$ cat config.mk
export PLATFORM = sky130hd
export DESIGN_NAME = cyc_stim_gen
export DESIGN_NICKNAME = d
export VERILOG_FILES = /design/src/rtl/cyc_stim_pkg.sv /design/src/rtl/cyc_stim_chk.sv /design/src/rtl/cyc_stim_gen.sv
export SDC_FILE = /design/constraint.sdc
export NUM_CORES = 1
export LEC_CHECK = 0
export CORE_ASPECT_RATIO = 2
export CORE_MARGIN = 1
export CORE_UTILIZATION = 51
export CTS_CLUSTER_SIZE = 30
export DETAILED_ROUTE_END_ITERATION = 10
export GPL_TIMING_DRIVEN = 0
export PLACE_DENSITY = 0.78
export SLEW_MARGIN = 0
export SYNTH_ARGS = -nofsm -noshare
export SYNTH_HDL_FRONTEND = slang
export SYNTH_HIERARCHICAL = 1
export SYNTH_SLANG_ARGS = --single-unit
$ cat constraint.sdc
create_clock -name clk -period 3.46 [get_ports clk]
set_input_delay 0.692 -clock clk [delete_from_list [all_inputs] [get_ports clk]]
set_output_delay 0.692 -clock clk [all_outputs]
set_load 0.03 [all_outputs]
$ cat src/rtl/cyc_stim_pkg.sv
`default_nettype none
// ============================================================================
// Module   : cyc_stim_pkg
// Brief    : Shared state encoding and error-counter width for cyc_stim_gen.
// Revision : 1.0 - initial release
// ============================================================================
package cyc_stim_pkg;

    localparam int ERRCNT_W = 8;

    typedef enum logic [1:0] {
        IDLE = 2'd0,
        RUN  = 2'd1,
        DONE = 2'd2
    } state_t;

endpackage
`default_nettype wire

$ cat src/rtl/cyc_stim_chk.sv
`default_nettype none
// ============================================================================
// Module   : cyc_stim_chk
// Brief    : Observed-vector consistency check with sticky err and optional
//            saturating mismatch counter (macro CYC_STIM_ERRCNT_EN).
// Revision : 1.0 - initial release
// ============================================================================
module cyc_stim_chk
    import cyc_stim_pkg::*;
(
    input  logic                clk,
    input  logic                rst,
    input  logic                hs,
    input  logic                cyc_lsb,
    input  logic [1:0]          obs_x,
    input  logic [1:0]          obs_y,
    output logic                err,
    output logic [ERRCNT_W-1:0] err_count
);

    logic w_mismatch;
    logic r_err;

    // Both halves of the split vector must track the pre-increment count LSB.
    assign w_mismatch = (obs_x != obs_y) || (obs_x[0] != cyc_lsb) || (obs_x[1] != cyc_lsb);

    always_ff @(posedge clk) begin
        if (rst) begin
            r_err <= 1'b0;
        end else if (hs && w_mismatch) begin
            r_err <= 1'b1;
        end
    end

    assign err = r_err;

`ifdef CYC_STIM_ERRCNT_EN
    logic [ERRCNT_W-1:0] r_err_count;

    always_ff @(posedge clk) begin
        if (rst) begin
            r_err_count <= '0;
        end else if (hs && w_mismatch && (r_err_count != {ERRCNT_W{1'b1}})) begin
            r_err_count <= r_err_count + ERRCNT_W'(1);
        end
    end

    assign err_count = r_err_count;
`else
    assign err_count = '0;
`endif

endmodule
`default_nettype wire

$ cat src/rtl/cyc_stim_gen.sv
`default_nettype none
// ============================================================================
// Module   : cyc_stim_gen
// Brief    : Handshaked cycle-count stimulus generator, IDLE/RUN/DONE control
//            with observed-vector checking (optional macro CYC_STIM_ERRCNT_EN).
// Revision : 1.0 - initial release
// ============================================================================
module cyc_stim_gen
    import cyc_stim_pkg::*;
#(
    parameter int WIDTH    = 32,
    parameter int LAST_CYC = 99
) (
    input  logic                clk,
    input  logic                rst,
    input  logic                en,
    output logic [WIDTH-1:0]    cyc,
    output logic [WIDTH-1:0]    cyc_opaque,
    output logic                valid,
    input  logic                ready,
    input  logic [1:0]          obs_x,
    input  logic [1:0]          obs_y,
    output logic                err,
    output logic [ERRCNT_W-1:0] err_count,
    output logic                done
);

    localparam logic [WIDTH-1:0] c_LAST_CYC = WIDTH'(LAST_CYC);

    state_t           r_state;
    state_t           w_state_nxt;
    logic [WIDTH-1:0] r_cyc;
    (* keep = "true" *) logic [WIDTH-1:0] r_cyc_opaque;
    logic [WIDTH-1:0] w_cyc_inc;
    logic             w_hs;

    assign w_hs      = (r_state == RUN) && ready;
    assign w_cyc_inc = r_cyc + WIDTH'(1);

    // Reaching the last count wins over a simultaneous drop of en.
    always_comb begin
        w_state_nxt = r_state;
        case (r_state)
            IDLE:    if (en) w_state_nxt = RUN;
            RUN: begin
                if (w_hs && (w_cyc_inc == c_LAST_CYC)) w_state_nxt = DONE;
                else if (!en)                          w_state_nxt = IDLE;
            end
            DONE:    w_state_nxt = DONE;
            default: w_state_nxt = IDLE;
        endcase
    end

    always_ff @(posedge clk) begin
        if (rst) r_state <= IDLE;
        else     r_state <= w_state_nxt;
    end

    always_ff @(posedge clk) begin
        if (rst)       r_cyc <= '0;
        else if (w_hs) r_cyc <= w_cyc_inc;
    end

    // Independent copy with its own incrementer so it stays a distinct register.
    always_ff @(posedge clk) begin
        if (rst)       r_cyc_opaque <= '0;
        else if (w_hs) r_cyc_opaque <= r_cyc_opaque + WIDTH'(1);
    end

    assign cyc        = r_cyc;
    assign cyc_opaque = r_cyc_opaque;
    assign valid      = (r_state == RUN);
    assign done       = (r_state == DONE);

    cyc_stim_chk u_chk (
        .clk       (clk),
        .rst       (rst),
        .hs        (w_hs),
        .cyc_lsb   (r_cyc[0]),
        .obs_x     (obs_x),
        .obs_y     (obs_y),
        .err       (err),
        .err_count (err_count)
    );

endmodule
`default_nettype wire

Yosys cells after proc, flatten, opt, wreduce, memory -nomap -nowiden
Index checks and enable logic that the tools add are counted.
{"block": "word_totals", "regBits": 67, "input_bits": 8, "out_inout_bits": 75, "elab_cells": 25}
{"block": "classes", "n_addsub": 2, "eq_ne": 8, "n_mux": 4, "reduce_logical": 7}
{"op": "$add 32x1->32 const B", "n": 2}
{"op": "$eq 32x7->1 const B", "n": 1}
{"op": "$mux 2", "n": 3}
{"op": "$pmux 2 s3", "n": 1}
{"op": "$logic_and 1x1->1", "n": 3}
{"op": "$ne 3x2->1 const B", "n": 1}
{"op": "$eq 2x1->1 const B", "n": 1}
{"op": "$eq 2x2->1 const B", "n": 1}
{"op": "$logic_not 2->1", "n": 1}
{"op": "$logic_or 1x1->1", "n": 2}
{"op": "$ne 1x1->1", "n": 2}
{"op": "$ne 2x2->1", "n": 1}
{"op": "$ne 2x2->1 const B", "n": 1}
{"op": "$reduce_and 2->1", "n": 1}

Logic depth before layout (Yosys ltp)
Gate-level depths: netlist of the first run.
{"block": "depth", "depth_word": 5, "mapped_depth": 9, "depth_no_buf": 8}

By module
Netlist of the first run, hierarchy kept.
{"module": "cyc_stim_gen", "instances": 1, "cells_each": 450, "area_each_um2": 3661.0}
{"module": "cyc_stim_chk", "instances": 1, "cells_each": 17, "area_each_um2": 127.6}

Least setup slack after synthesis of the first run
Ideal clock, no wire load.
{"block": "synth_path", "path_kind": "register to register", "from": "reg r_cyc[0], in the netlist cyc[0]", "to": "reg r_state[0]", "setup_ns": 0.131, "arrival_time_ns": 2.677, "t_required_ns": 3.329, "path_slack_ns": 0.652, "path_stages_with_launch": 10, "n_path_buf": 1, "path_cell_list": "dfxtp_1 -> ha_1 -> nand3_2 -> or4_4 -> buf_6 -> nor4_4 -> and3_1 -> o2111ai_1 -> a2111oi_2 -> nor4b_1"}
{"block": "synth_between", "elab_chain_cells": 5, "elab_cells_between_ends": 7, "classes_between": "add/sub (1); eq/ne (2); mux (2); reduce/logical (2)"}
{"item": "start: declaration", "line": "cyc_stim_gen.sv:32", "source": "logic [WIDTH-1:0] r_cyc;"}
{"item": "start signal: assignment", "line": "cyc_stim_gen.sv:61", "source": "else if (w_hs) r_cyc <= w_cyc_inc;"}
{"item": "$add 32x1->32 *", "line": "cyc_stim_gen.sv:38", "source": "assign w_cyc_inc = r_cyc + WIDTH'(1);"}
{"item": "$eq 32x7->1 *", "line": "cyc_stim_gen.sv:46", "source": "if (w_hs && (w_cyc_inc == c_LAST_CYC)) w_state_nxt = DONE;"}
{"item": "$logic_and 1x1->1 *", "line": "cyc_stim_gen.sv:46"}
{"item": "$mux 2 or $ne 3x2->1 (tied branches)"}
{"item": "$pmux 2 s3 or $reduce_and 2->1 (tied branches)"}
{"item": "end signal: assignment", "line": "cyc_stim_gen.sv:56", "source": "else r_state <= w_state_nxt;"}
{"item": "end: declaration", "line": "cyc_stim_gen.sv:30", "source": "state_t r_state;"}
Mark *: on every way between the ends. The rest lies on a longest branch, timed or not.
A chain may end at the register's enable or synchronous reset.

Worst setup path after layout of the first run
Same ends and word-level chain as after synthesis.

==> results of run 1 <==
-- synth_stat cells, types with 11 or more instances --
library cell / count
nand4_1: 17
nand3_1: 25
or3_1: 11
buf_4: 40
xor2_1: 35
xnor2_1: 23
clkbuf_1: 16
a21oi_1: 19
dfxtp_1: 67
nor2_1: 69
o21ai_0: 12
nor3_1: 13
nand2_1: 34
-- layout make-up --
class	count	area, um^2	share of cell area
Sequential cell	67	1340	0.270
Tap cell	92	115	0.0231
Timing Repair Buffer	74	741	0.149
Inverter	7	26.3	0.00528
Clock buffer	11	253	0.0508
Multi-Input combinational cell	338	2050	0.413
Buffer	62	394	0.0792
Clock inverter	4	50.0	0.0101
-- worst min path at each step --
stage | end | slack (ns) | startpoint | depth (start not counted)
finish | r_state[0]$_SDFFE_PP0P_ | 0.45 | r_state[1]$_SDFFE_PP0P_ | 1
global route | r_state[0]$_SDFFE_PP0P_ | 0.48 | r_state[1]$_SDFFE_PP0P_ | 1
CTS | r_state[0]$_SDFFE_PP0P_ | 0.46 | r_state[1]$_SDFFE_PP0P_ | 1
detailed placement | r_state[0]$_SDFFE_PP0P_ | 0.45 | r_state[1]$_SDFFE_PP0P_ | 1
global placement | r_state[0]$_SDFFE_PP0P_ | 0.44 | r_state[1]$_SDFFE_PP0P_ | 1
floorplan | r_state[0]$_SDFFE_PP0P_ | 0.43 | r_state[1]$_SDFFE_PP0P_ | 1
-- routing by layer --
metal / wire length, um / vias up / track usage
met4: 350 / 0 / 0.170
met2: 5370 / 102 / 0.500
met5: 0 / - / 0
met1: 3360 / 1685 / 0.227
li1: - / 1758 / -
met3: 351 / 34 / 0.0604
-- power by group through the flow --
stage	clock (mW)	sequential, mW	combinational, mW
floorplan	0	0.799	0.0431
global placement	0	0.796	0.0708
detailed placement	0	0.797	0.0721
CTS	0.936	0.780	0.0722
global route	0.965	0.780	0.0775
finish	0.917	0.780	0.0718
-- worst max-delay path: stages, from the launching register on --
cell,delay (ns)
dfxtp_1,0.56
ha_1,0.31
nand3_2,0.17
or4_4,0.57
buf_6,0.16
xnor2_1,0.13
a211oi_1,0.29
o2111ai_1,0.27
a2111oi_2,0.44
nor4b_1,0.09
-- metrics by stage --
| step | utilization | std cells | hold WS [ns] | area (um^2) |
|---|---|---|---|---|
| floorplan | - | 474 | 0.431 | 3810 |
| global placement | 0.648 | 640 | 0.442 | 4670 |
| detailed placement | 0.648 | 640 | 0.449 | 4670 |
| CTS | 0.690 | 655 | 0.459 | 4970 |
| global route | 0.690 | 655 | 0.482 | 4970 |
| finish | 0.690 | 655 | 0.454 | 4970 |
-- registers in the layout (all words and copies together) (netlist names) --
| name | flops |
|---|---|
| cyc | 32 |
| cyc_opaque | 32 |
| r_state | 2 |
| u_chk/err | 1 |
-- cell families (layout without fill, tap and decap cells) --
logic type / after synthesis / after routing / share of synthesized area
and+or+nand+nor: 215 / 215 / 0.297
AOI/OAI and AO/OA: 52 / 52 / 0.0875
buffers and inverters: 69 / 158 / 0.111
other: 1 / 8 / 0.000990
muxes: 2 / 2 / 0.00594
adders and majority gates: 3 / 3 / 0.00991
DFF: 67 / 67 / 0.354
xor gates and xnor gates: 58 / 58 / 0.134
==> results.toml, run 1 <==
[run_status]
status = "finished, final reports clean"

[timing]
timing.final.ws_setup_ns = 0.331
final_hold_viol_count = 0
setup_viol = 0
worst_pin_slew_ns = 0.669
skew_ns = 0.00442
rsz0062_at_grt = "no"
slew_violations = 0
fmax_mhz = 320
final.setup.tns_ns = 0
finalCriticalPeriod_ns = 3.13
slew_headroom = 0.550
fin_crit_sh = 0.904

[min_path]
hold_class = "reg -> reg"

[placed_design]
numPortBuffers = 74
gp_congestion = 0.907
place_hpwl_mm = 7.09
dp_slack_ns = 0.300

[pwr]
combPwrFrac = 0.041
clkPwrFrac = 0.518
power.total_mw = 1.77
peakVddDrop_v = 0.000381
powerDensity_nw_per_um2 = 356
p_seq_frac = 0.441
p_switching_mw = 0.377
p_int_mw = 1.39
p_leak_nw = 1.80
swShare = 0.213

[clock_network]
clkSinkCount = 67
clkLatencyLatePin_ns = 0.33
cts-resized-gates = 0
cts_root_buf = "clkbuf_16"
post_cts_buffers = 0
clk_pin_slew_ns = 0.05
cts_tree = "built"
htreeDepth = 3
cts_buffer_depth = 2
postCtsHoldBufs = 0
numCtsBuffers = 9

[synth]
syn_inst = 467
synth_edf_count = 0
ys.flop_type = "dfxtp_1"
async_flop_share = 0
ys_types = 54
avgSynthCellArea_um2 = 8.11
synthTopCellsByArea = "dfxtp_1 (35%), xor2_1 (8.1%), buf_4 (7.9%)"
synth_top_cell_by_area = "dfxtp_1"
yosys_warnings = 6
ys_ff_latch = 67
ys_seq_area_frac = 0.354
synth_top_area_share = 0.354
syn_area_um2 = 3790

[worst_setup_path]
end_kind = "flop"
crit_type = "reg -> reg"
regToRegSetupSlack_ns = 0.33
cp_max_fo = 11
critPathLaunch = "cyc[0]$_SDFFE_PP0P_"
worstReg2RegEnd = "r_state[0]$_SDFFE_PP0P_"
required_ns = 3.66
r2r_start = "cyc[0]$_SDFFE_PP0P_"
cp.arrival_ns = 3.33
worst-r2r-cell-count = 9
cp-start-kind = "flop"
cp-endpoint = "r_state[0]$_SDFFE_PP0P_"

[route]
routed_wl_mm = 9.44
drtIter0Drc = 242
drt-pass1-iter-count = 4
vias = 3579
viasPerCell = 5.46
ant_nets = 0
drc = 0
wire_per_inst_um = 14.4

[cells_and_area]
layout_commonest_cell = "clkdlybuf4s50_1"
nFillCells = 608
final_cell_mix = "clkdlybuf4s50_1 (74), nor2_1 (69), dfxtp_1 (67)"
nets = 570
antennaDiodeCount = 0
area_growth_pct = 31.3
drive_gt1_frac = 0.123

[global_route]
grt.total_usage = 0.257
antenna_found_initial = 0
grt-ovfl-total = 0
grt_max_degree = 12
grt_pass1_vias = 3405
grt_pass1_wl_mm = 15.2

[floorplan]
coreArea_um2 = 7210
die-area_um2 = 7800
die_w_um = 62.9
row_count = 44
start_util = 0.525
ios = 83
die_h_um = 124

[run]
max_cap_violations = 0
Power figures use the tool's default switching activity.
==> run 2, diff against run 1 <==
CAP_MARGIN = 20   (was default)
==> results of run 2 <==
Same layout as run 1: the final DEF is identical, and so are final timing and power.
